--- src/rtl/mem_stage.sv ---
// Purpose     : RISC-V MEM stage; runs loads/stores against a req/ack data memory and registers the MEM/WB boundary.
// Latency     : 1 cycle for non-memory ops and zero-wait accesses; +N cycles for N memory wait states.
// Backpressure: stall is high while an issued access has no ack; upstream holds its inputs until stall drops.
// Ports       : clk, rst (async, active-high); EX/MEM inputs in_valid, ALUresult, data2, memRead, memWrite,
//               funct3, regWrite, memToReg, rd; stall; data memory port dmem_req/we/addr/wdata/be/ack/rdata;
//               registered outputs wb_valid, wb_regWrite, wb_rd, wb_data, misalign.
// Option      : MEM_MISALIGN_TRAP_EN - misaligned H/W accesses are trapped (no request, misalign=1)
//               instead of being issued with their offending low address bits ignored.
module mem_stage #(
  parameter int WORD_BITWIDTH    = 32,
  parameter int REG_NUM_BITWIDTH = 5
) (
  input  logic                        clk,
  input  logic                        rst,
  input  logic                        in_valid,
  input  logic [WORD_BITWIDTH-1:0]    ALUresult,
  input  logic [WORD_BITWIDTH-1:0]    data2,
  input  logic                        memRead,
  input  logic                        memWrite,
  input  logic [2:0]                  funct3,
  input  logic                        regWrite,
  input  logic                        memToReg,
  input  logic [REG_NUM_BITWIDTH-1:0] rd,
  output logic                        stall,
  output logic                        dmem_req,
  output logic                        dmem_we,
  output logic [WORD_BITWIDTH-1:0]    dmem_addr,
  output logic [WORD_BITWIDTH-1:0]    dmem_wdata,
  output logic [3:0]                  dmem_be,
  input  logic                        dmem_ack,
  input  logic [WORD_BITWIDTH-1:0]    dmem_rdata,
  output logic                        wb_valid,
  output logic                        wb_regWrite,
  output logic [REG_NUM_BITWIDTH-1:0] wb_rd,
  output logic [WORD_BITWIDTH-1:0]    wb_data,
  output logic                        misalign
);

  typedef enum logic {IDLE = 1'b0, WAIT = 1'b1} state_t;

  state_t state, state_nxt;

  // Request captured when the memory does not answer in the issuing cycle.
  logic [WORD_BITWIDTH-1:0]    lat_addr, lat_data;
  logic                        lat_we, lat_rw;
  logic [2:0]                  lat_f3;
  logic [REG_NUM_BITWIDTH-1:0] lat_rd;

  // Operation being worked on: live inputs in IDLE, captured copy in WAIT.
  logic [WORD_BITWIDTH-1:0]    op_addr, op_data;
  logic                        op_we, op_rw, op_mem;
  logic [2:0]                  op_f3;
  logic [REG_NUM_BITWIDTH-1:0] op_rd;

  logic                        mis_det, issue, mem_ack;
  logic [7:0]                  ld_byte;
  logic [15:0]                 ld_half;
  logic [WORD_BITWIDTH-1:0]    load_val;

  // memToReg is implied by memRead here; the load value always goes to wb_data.
  logic unused_mem_to_reg;
  assign unused_mem_to_reg = memToReg;

  assign op_mem  = (state == WAIT) ? 1'b1     : (in_valid & (memRead | memWrite));
  assign op_addr = (state == WAIT) ? lat_addr : ALUresult;
  assign op_data = (state == WAIT) ? lat_data : data2;
  assign op_we   = (state == WAIT) ? lat_we   : memWrite;
  assign op_rw   = (state == WAIT) ? lat_rw   : regWrite;
  assign op_f3   = (state == WAIT) ? lat_f3   : funct3;
  assign op_rd   = (state == WAIT) ? lat_rd   : rd;

`ifdef MEM_MISALIGN_TRAP_EN
  // Only checked at issue; a trapped access never reaches WAIT.
  assign mis_det = (state == IDLE) & op_mem &
                   (((op_f3[1:0] == 2'b01) & op_addr[0]) |
                    ((op_f3[1:0] == 2'b10) & (op_addr[1:0] != 2'b00)));
`else
  assign mis_det = 1'b0;
`endif

  assign issue     = op_mem & ~mis_det;
  // Reset masks the request even if the inputs present a memory op.
  assign dmem_req  = issue & ~rst;
  assign mem_ack   = dmem_req & dmem_ack;
  assign dmem_we   = dmem_req & op_we;
  assign dmem_addr = {op_addr[WORD_BITWIDTH-1:2], 2'b00};
  assign stall     = dmem_req & ~dmem_ack;

  // Store lane replication and byte enables; H ignores addr[0], W ignores addr[1:0].
  always_comb begin
    dmem_wdata = op_data;
    dmem_be    = 4'b1111;
    case (op_f3[1:0])
      2'b00: begin
        dmem_wdata = {(WORD_BITWIDTH/8){op_data[7:0]}};
        dmem_be    = 4'b0001 << op_addr[1:0];
      end
      2'b01: begin
        dmem_wdata = {(WORD_BITWIDTH/16){op_data[15:0]}};
        dmem_be    = 4'b0011 << {op_addr[1], 1'b0};
      end
      default: begin
        dmem_wdata = op_data;
        dmem_be    = 4'b1111;
      end
    endcase
  end

  // Load lane extraction with sign/zero extension.
  assign ld_byte = dmem_rdata[{op_addr[1:0], 3'b000} +: 8];
  assign ld_half = dmem_rdata[{op_addr[1], 4'b0000} +: 16];

  always_comb begin
    load_val = dmem_rdata;
    case (op_f3)
      3'b000:  load_val = {{(WORD_BITWIDTH-8){ld_byte[7]}}, ld_byte};
      3'b001:  load_val = {{(WORD_BITWIDTH-16){ld_half[15]}}, ld_half};
      3'b100:  load_val = {{(WORD_BITWIDTH-8){1'b0}}, ld_byte};
      3'b101:  load_val = {{(WORD_BITWIDTH-16){1'b0}}, ld_half};
      default: load_val = dmem_rdata;
    endcase
  end

  always_ff @(posedge clk or posedge rst) begin
    if (rst) state <= IDLE;
    else     state <= state_nxt;
  end

  always_comb begin
    state_nxt = state;
    case (state)
      IDLE:    if (dmem_req & ~dmem_ack) state_nxt = WAIT;
      WAIT:    if (dmem_ack)             state_nxt = IDLE;
      default: state_nxt = IDLE;
    endcase
  end

  always_ff @(posedge clk or posedge rst) begin
    if (rst) begin
      lat_addr <= '0;
      lat_data <= '0;
      lat_we   <= 1'b0;
      lat_rw   <= 1'b0;
      lat_f3   <= 3'b000;
      lat_rd   <= '0;
    end else if ((state == IDLE) & issue & ~dmem_ack) begin
      lat_addr <= ALUresult;
      lat_data <= data2;
      lat_we   <= memWrite;
      lat_rw   <= regWrite;
      lat_f3   <= funct3;
      lat_rd   <= rd;
    end
  end

  always_ff @(posedge clk or posedge rst) begin
    if (rst) begin
      wb_valid    <= 1'b0;
      wb_regWrite <= 1'b0;
      wb_rd       <= '0;
      wb_data     <= '0;
      misalign    <= 1'b0;
    end else if (!op_mem) begin
      wb_valid    <= in_valid;
      wb_regWrite <= in_valid & regWrite;
      wb_rd       <= rd;
      wb_data     <= ALUresult;
      misalign    <= 1'b0;
    end else if (mis_det) begin
      wb_valid    <= 1'b1;
      wb_regWrite <= 1'b0;
      wb_rd       <= rd;
      wb_data     <= ALUresult;
      misalign    <= 1'b1;
    end else if (mem_ack) begin
      wb_valid    <= 1'b1;
      wb_regWrite <= op_rw & ~op_we;
      wb_rd       <= op_rd;
      wb_data     <= op_we ? op_addr : load_val;
      misalign    <= 1'b0;
    end else begin
      // Waiting on memory: bubble into MEM/WB.
      wb_valid    <= 1'b0;
      misalign    <= 1'b0;
    end
  end

endmodule

--- config.mk ---
export PLATFORM = sky130hd
export DESIGN_NAME = mem_stage
export DESIGN_NICKNAME = d
export VERILOG_FILES = /design/src/rtl/mem_stage.sv
export SDC_FILE = /design/constraint.sdc
export NUM_CORES = 1
export LEC_CHECK = 0
export CORE_MARGIN = 2
export CORE_UTILIZATION = 45
export CTS_CLUSTER_SIZE = 40
export DETAILED_ROUTE_END_ITERATION = 10
export PLACE_DENSITY = 0.9
export SLEW_MARGIN = 20
export SYNTH_ARGS = -nofsm -noshare
export SYNTH_HDL_FRONTEND = slang
export SYNTH_SLANG_ARGS = --single-unit
--- constraint.sdc ---
create_clock -name clk -period 8.75 [get_ports clk]
set_clock_uncertainty 0.1 [all_clocks]
set_input_delay 1.75 -clock clk [delete_from_list [all_inputs] [get_ports clk]]
set_output_delay 1.75 -clock clk [all_outputs]
set_load 0.05 [all_outputs]
== Word-level counts from Yosys, hierarchy flattened ==
Index checks and enable logic that the tools add are counted.
Storage, ports and cells
  register bits after elaboration: 114
  bits in latches: 0
  RAM bits: 0
  memory bits (read-only): 0
  output and inout port bits: 111
  logic and storage cells: 58
  memories: 0
Operators by class
  add/sub/neg operators: 0
  multiply operators: 0
  div/mod/pow operators: 0
  $lt $le $gt $ge: 0
  equal/unequal tests: 5
  shifts and indexed selects: 4
  mux-type cells: 22
  bitwise operators: 14
  reduce and logical (&&, ||, !) cells: 2
Operators by type and width (number)
  $mux W32: 5
  $pmux W32 S4: 1
  $pmux W32 S2: 1
  $shiftx A32 B6 Y16: 1
  $shiftx A32 B6 Y8: 1
  $mux W5: 3
  $and A1 B1 Y1: 9
  $mux W1: 9
  $pmux W4 S2: 1
  $eq A3 B3 Y1 const B: 2
  $not A1 Y1: 4
  $shl A1 B2 Y4 const A: 1
  $shl A2 B2 Y4 const A: 1
  $eq A3 B1 Y1 const B: 1
  $logic_not A3 Y1: 1
  $mux W3: 1
  $eq A2 B1 Y1 const B: 1
  $logic_not A2 Y1: 1
  $ne A2 B1 Y1 const B: 1
  $pmux W1 S2: 1
  $or A1 B1 Y1: 1

== Longest topological paths before layout ==
  word-level depth: 7
  mapped depth: 9
  gate-level depth less buffers: 5

== Worst setup path after synthesis ==
OpenSTA, ideal clock, no wires.
  kind: input to output
  start: input port funct3[1]
  end: output port dmem_wdata[24]
  arrival time: 3.693 ns
  required time: 6.900 ns
  setup slack: 3.207 ns
  cell stages on the path: 5
  path buffers: 3
  cell sequence: mux2_2 -> clkbuf_1 -> clkbuf_1 -> clkbuf_1 -> o21ai_0
On the way
  cells in the longest elaborated chain, start to end: 3
  elaborated cells between the ends (all ways): 4
  those cells by class: eq/ne (1); mux (2); reduce/logical (1)
Ends and longest elaborated chain
  from (decl): line 20  | input logic [2:0] funct3,
  $mux W3 *: line 69  | assign op_f3 = (state == WAIT) ? lat_f3 : funct3;
  $eq A2 B1 Y1 / $logic_not A2 Y1 (equally long branches): line 93  | case (op_f3[1:0])
  $pmux W32 S2 *: line 93
  to (decl): line 28  | output logic [WORD_BITWIDTH-1:0] dmem_wdata,
Mark *: on every way between the ends. The rest lies on a longest branch, timed or not.

== Worst setup path in the final report ==
Ends and elaborated chain as after synthesis.

==> impl_metrics.yaml <==
min_path:
  hold_path.class: "reg -> reg"
drt:
  antenna_left: 0
  routed_wirelength_um: 20840
  num_vias: 6001
  wire_per_inst_um: 20.90
  via_per_inst: 6.019
  dr.pass1.iters: 6
  drc_errors: 0
  drtIter0Drc: 547
critical_path:
  path_buf_inv: 2
  arrival_ps: 4440
  cp_slowest_cell: "clkdlybuf4s50_1"
  worstSetupStartpointType: "primary input"
  endpoint_kind: "output port"
  crit_chain: "clkdlybuf4s50_1 -> mux2_2 -> o221ai_1 -> o21ai_0 -> clkdlybuf4s50_1"
  crit_top_cell: "clkdlybuf4s50_1"
  cpPeakStageDelay_ps: 850
  cp_max_fo: 48
  worstPathRequired_ps: 6900
  critPathKind: "in -> out"
  cp_top_family: "buffers and inverters"
power_and_ir_drop:
  ir_drop_uv: 140.1
  power_density_mw_per_mm2: 237.2
  leakagePower_nw: 3.661
clock_network:
  insertion_delay_ps: 410
  cts_made_buffers: 17
  cts_tree: "built"
  clkSinkCount: 114
  root_buffer: "clkbuf_16"
  h-tree-depth: 4
  clk_pin_slew_ps: 50
  clockBufferDepth: 2
  cts_setup_buffers: 0
  hold_buffers: 0
  post_cts_resized: 0
cells_and_area:
  final_cell_mix: "clkdlybuf4s50_1, mux2_2, dfrtp_1, o21ai_0, nand2_1"
  layout-drive-gt1-share_pct: 20.69
  n_antenna_cell: 0
  layout_commonest_cell: "clkdlybuf4s50_1"
  syn2layout_area_growth_pct: 44.00
  finalInstanceArea_mm2: 0.009333
  final_nets: 917
placed_design:
  placedInstanceArea_mm2: 0.008745
  io_buffers: 218
  gp_routability_congestion: 0.8918
  hpwl_um: 14300
floorplan:
  num_rows: 43
  fp.dieW_um: 124.0
  initial_core_util_pct: 46.33
  io_pins: 223
  core_area_mm2: 0.01399
  die_area_mm2: 0.01538
  dieHeight_um: 124.0
sta:
  fin_crit_ps: 6286
  worstMarginPinSlew_ps: 1118
  hold_violations: 0
  setup_tns_ps: 0
  fmax_mhz: 159.1
  period_share_pct: 71.84
  rsz0062_at_grt: "false"
  finalSetupViolCount: 0
  slew_headroom_pct: 25.32
  drv_slew: 0
yosys:
  avgSynthCellArea_um2: 10.64
  netlist_instances: 609
  synth_area_leaders: "dfrtp_1, mux2_2, mux2i_1, o21ai_0, a221o_1"
  synth_enable_flop_cells: 0
  yosysTopAreaCell: "dfrtp_1"
  synth-seq-cells: 114
  syn_area_mm2: 0.006481
  netlist.area_leader.share_pct: 44.02
  yosysSeqAreaShare_pct: 44.02
  yosysWarnings: 0
  synth-async-reset-ratio_pct: 100.0
  synthFlopType: "dfrtp_1"
  netlist-cell-type-count: 50
grt:
  antenna_found_initial: 0
  grt_start_max_net_pins: 77
  grt-ovfl-total: 0
  grt_pass1_vias: 5833
  grt_pass1_wl_um: 31590
  grt_usage_pct: 26.94
run_status:
  status: "completed"
job:
  drv_cap: 0
-- final timing paths --
| kind | startpoint | depth (start not counted) | slack (ps) | end |
|---|---|---|---|---|
| worst max-delay path | funct3[1] | 5 | 2460 | dmem_wdata[24] |
| worst min-delay path | wb_rd[3] | 2 | 380 | wb_rd[3] |
| worst max register to register | state | 5 | 5430 | wb_data[9] |
| worst min register to register | wb_rd[3] | 2 | 380 | wb_rd[3] |
| max in group asynchronous | rst | 3 | 5330 | state |
| min in group asynchronous | rst | 2 | 1780 | lat_data[25] |
-- power breakdown --
group	internal, mW	switching [mW]	leakage (nW)	total, mW
Sequential	0.632	0.0714	1.35	0.704
Clock	0.437	0.244	0.284	0.681
Combinational	0.323	0.506	2.02	0.829
Total	1.39	0.822	3.66	2.21
-- kinds of logic after synthesis --
| group | Yosys count | synth area share (%) |
|---|---|---|
| AOI/OAI and AO/OA | 190 | 19.50 |
| muxes | 146 | 25.06 |
| DFF | 114 | 44.02 |
| and+or+nand+nor | 104 | 7.317 |
| buffers and inverters | 54 | 4.054 |
| other | 1 | 0.05786 |
-- synthesized netlist by cell type, drive strengths merged (3+ instances only) --
cell / number
nand3b: 3
mux2: 117
nand3: 4
a21oi: 41
o221ai: 8
o311ai: 7
a221o: 22
nand2b: 3
nor3: 6
o22ai: 9
a311o: 3
nand4: 3
nand2: 42
nor2: 28
a31oi: 20
a22oi: 9
buf: 24
o21ai: 54
dfrtp: 114
nor2b: 6
clkbuf: 26
inv: 4
or4: 4
mux2i: 28
-- metal layers --
layer / track usage (%) / share of wire, %
met1: 35.88 / 41
met4: 10.67 / 2.5
met2: 42.79 / 49
met5: 0 / 0
met3: 5.998 / 7.7
-- worst register-to-register path, stage by stage (launching register included) --
cell,delay (ps)
dfrtp_4,1050
mux2_4,420
mux4_2,570
a21oi_4,570
a21oi_1,190
a221o_1,300
-- area by class of cell --
class / instances / area [um2]
Inverter: 4 / 17.52
Sequential cell: 114 / 2856
Fill cell: 1056 / 4656
Timing Repair Buffer: 225 / 2235
Tap cell: 180 / 225.2
Multi-Input combinational cell: 443 / 3420
Clock buffer: 21 / 470.5
Clock inverter: 10 / 108.9
-- per-stage QoR --
stage	hold slack (ps)	util, %	setup slack [ps]	power, mW	instances
2_1_floorplan	373.7	-	3207	1.242	611
5_1_grt	411.3	66.72	2264	2.300	997
3_5_place_dp	370.6	62.51	2457	1.532	966
6_report	380.1	66.72	2464	2.214	997
4_1_cts	382.8	66.65	2410	2.219	997
3_3_place_gp	363.7	62.46	2500	1.512	966
-- registers in the layout, indices dropped and copies added, names as in the netlist --
name and cells:
lat_addr 32, lat_data 32, wb_data 32, lat_rd 5
wb_rd 5, lat_f3 3, lat_rw 1, lat_we 1
state 1, wb_regWrite 1, wb_valid 1
(Power assumes the default switching activity.)
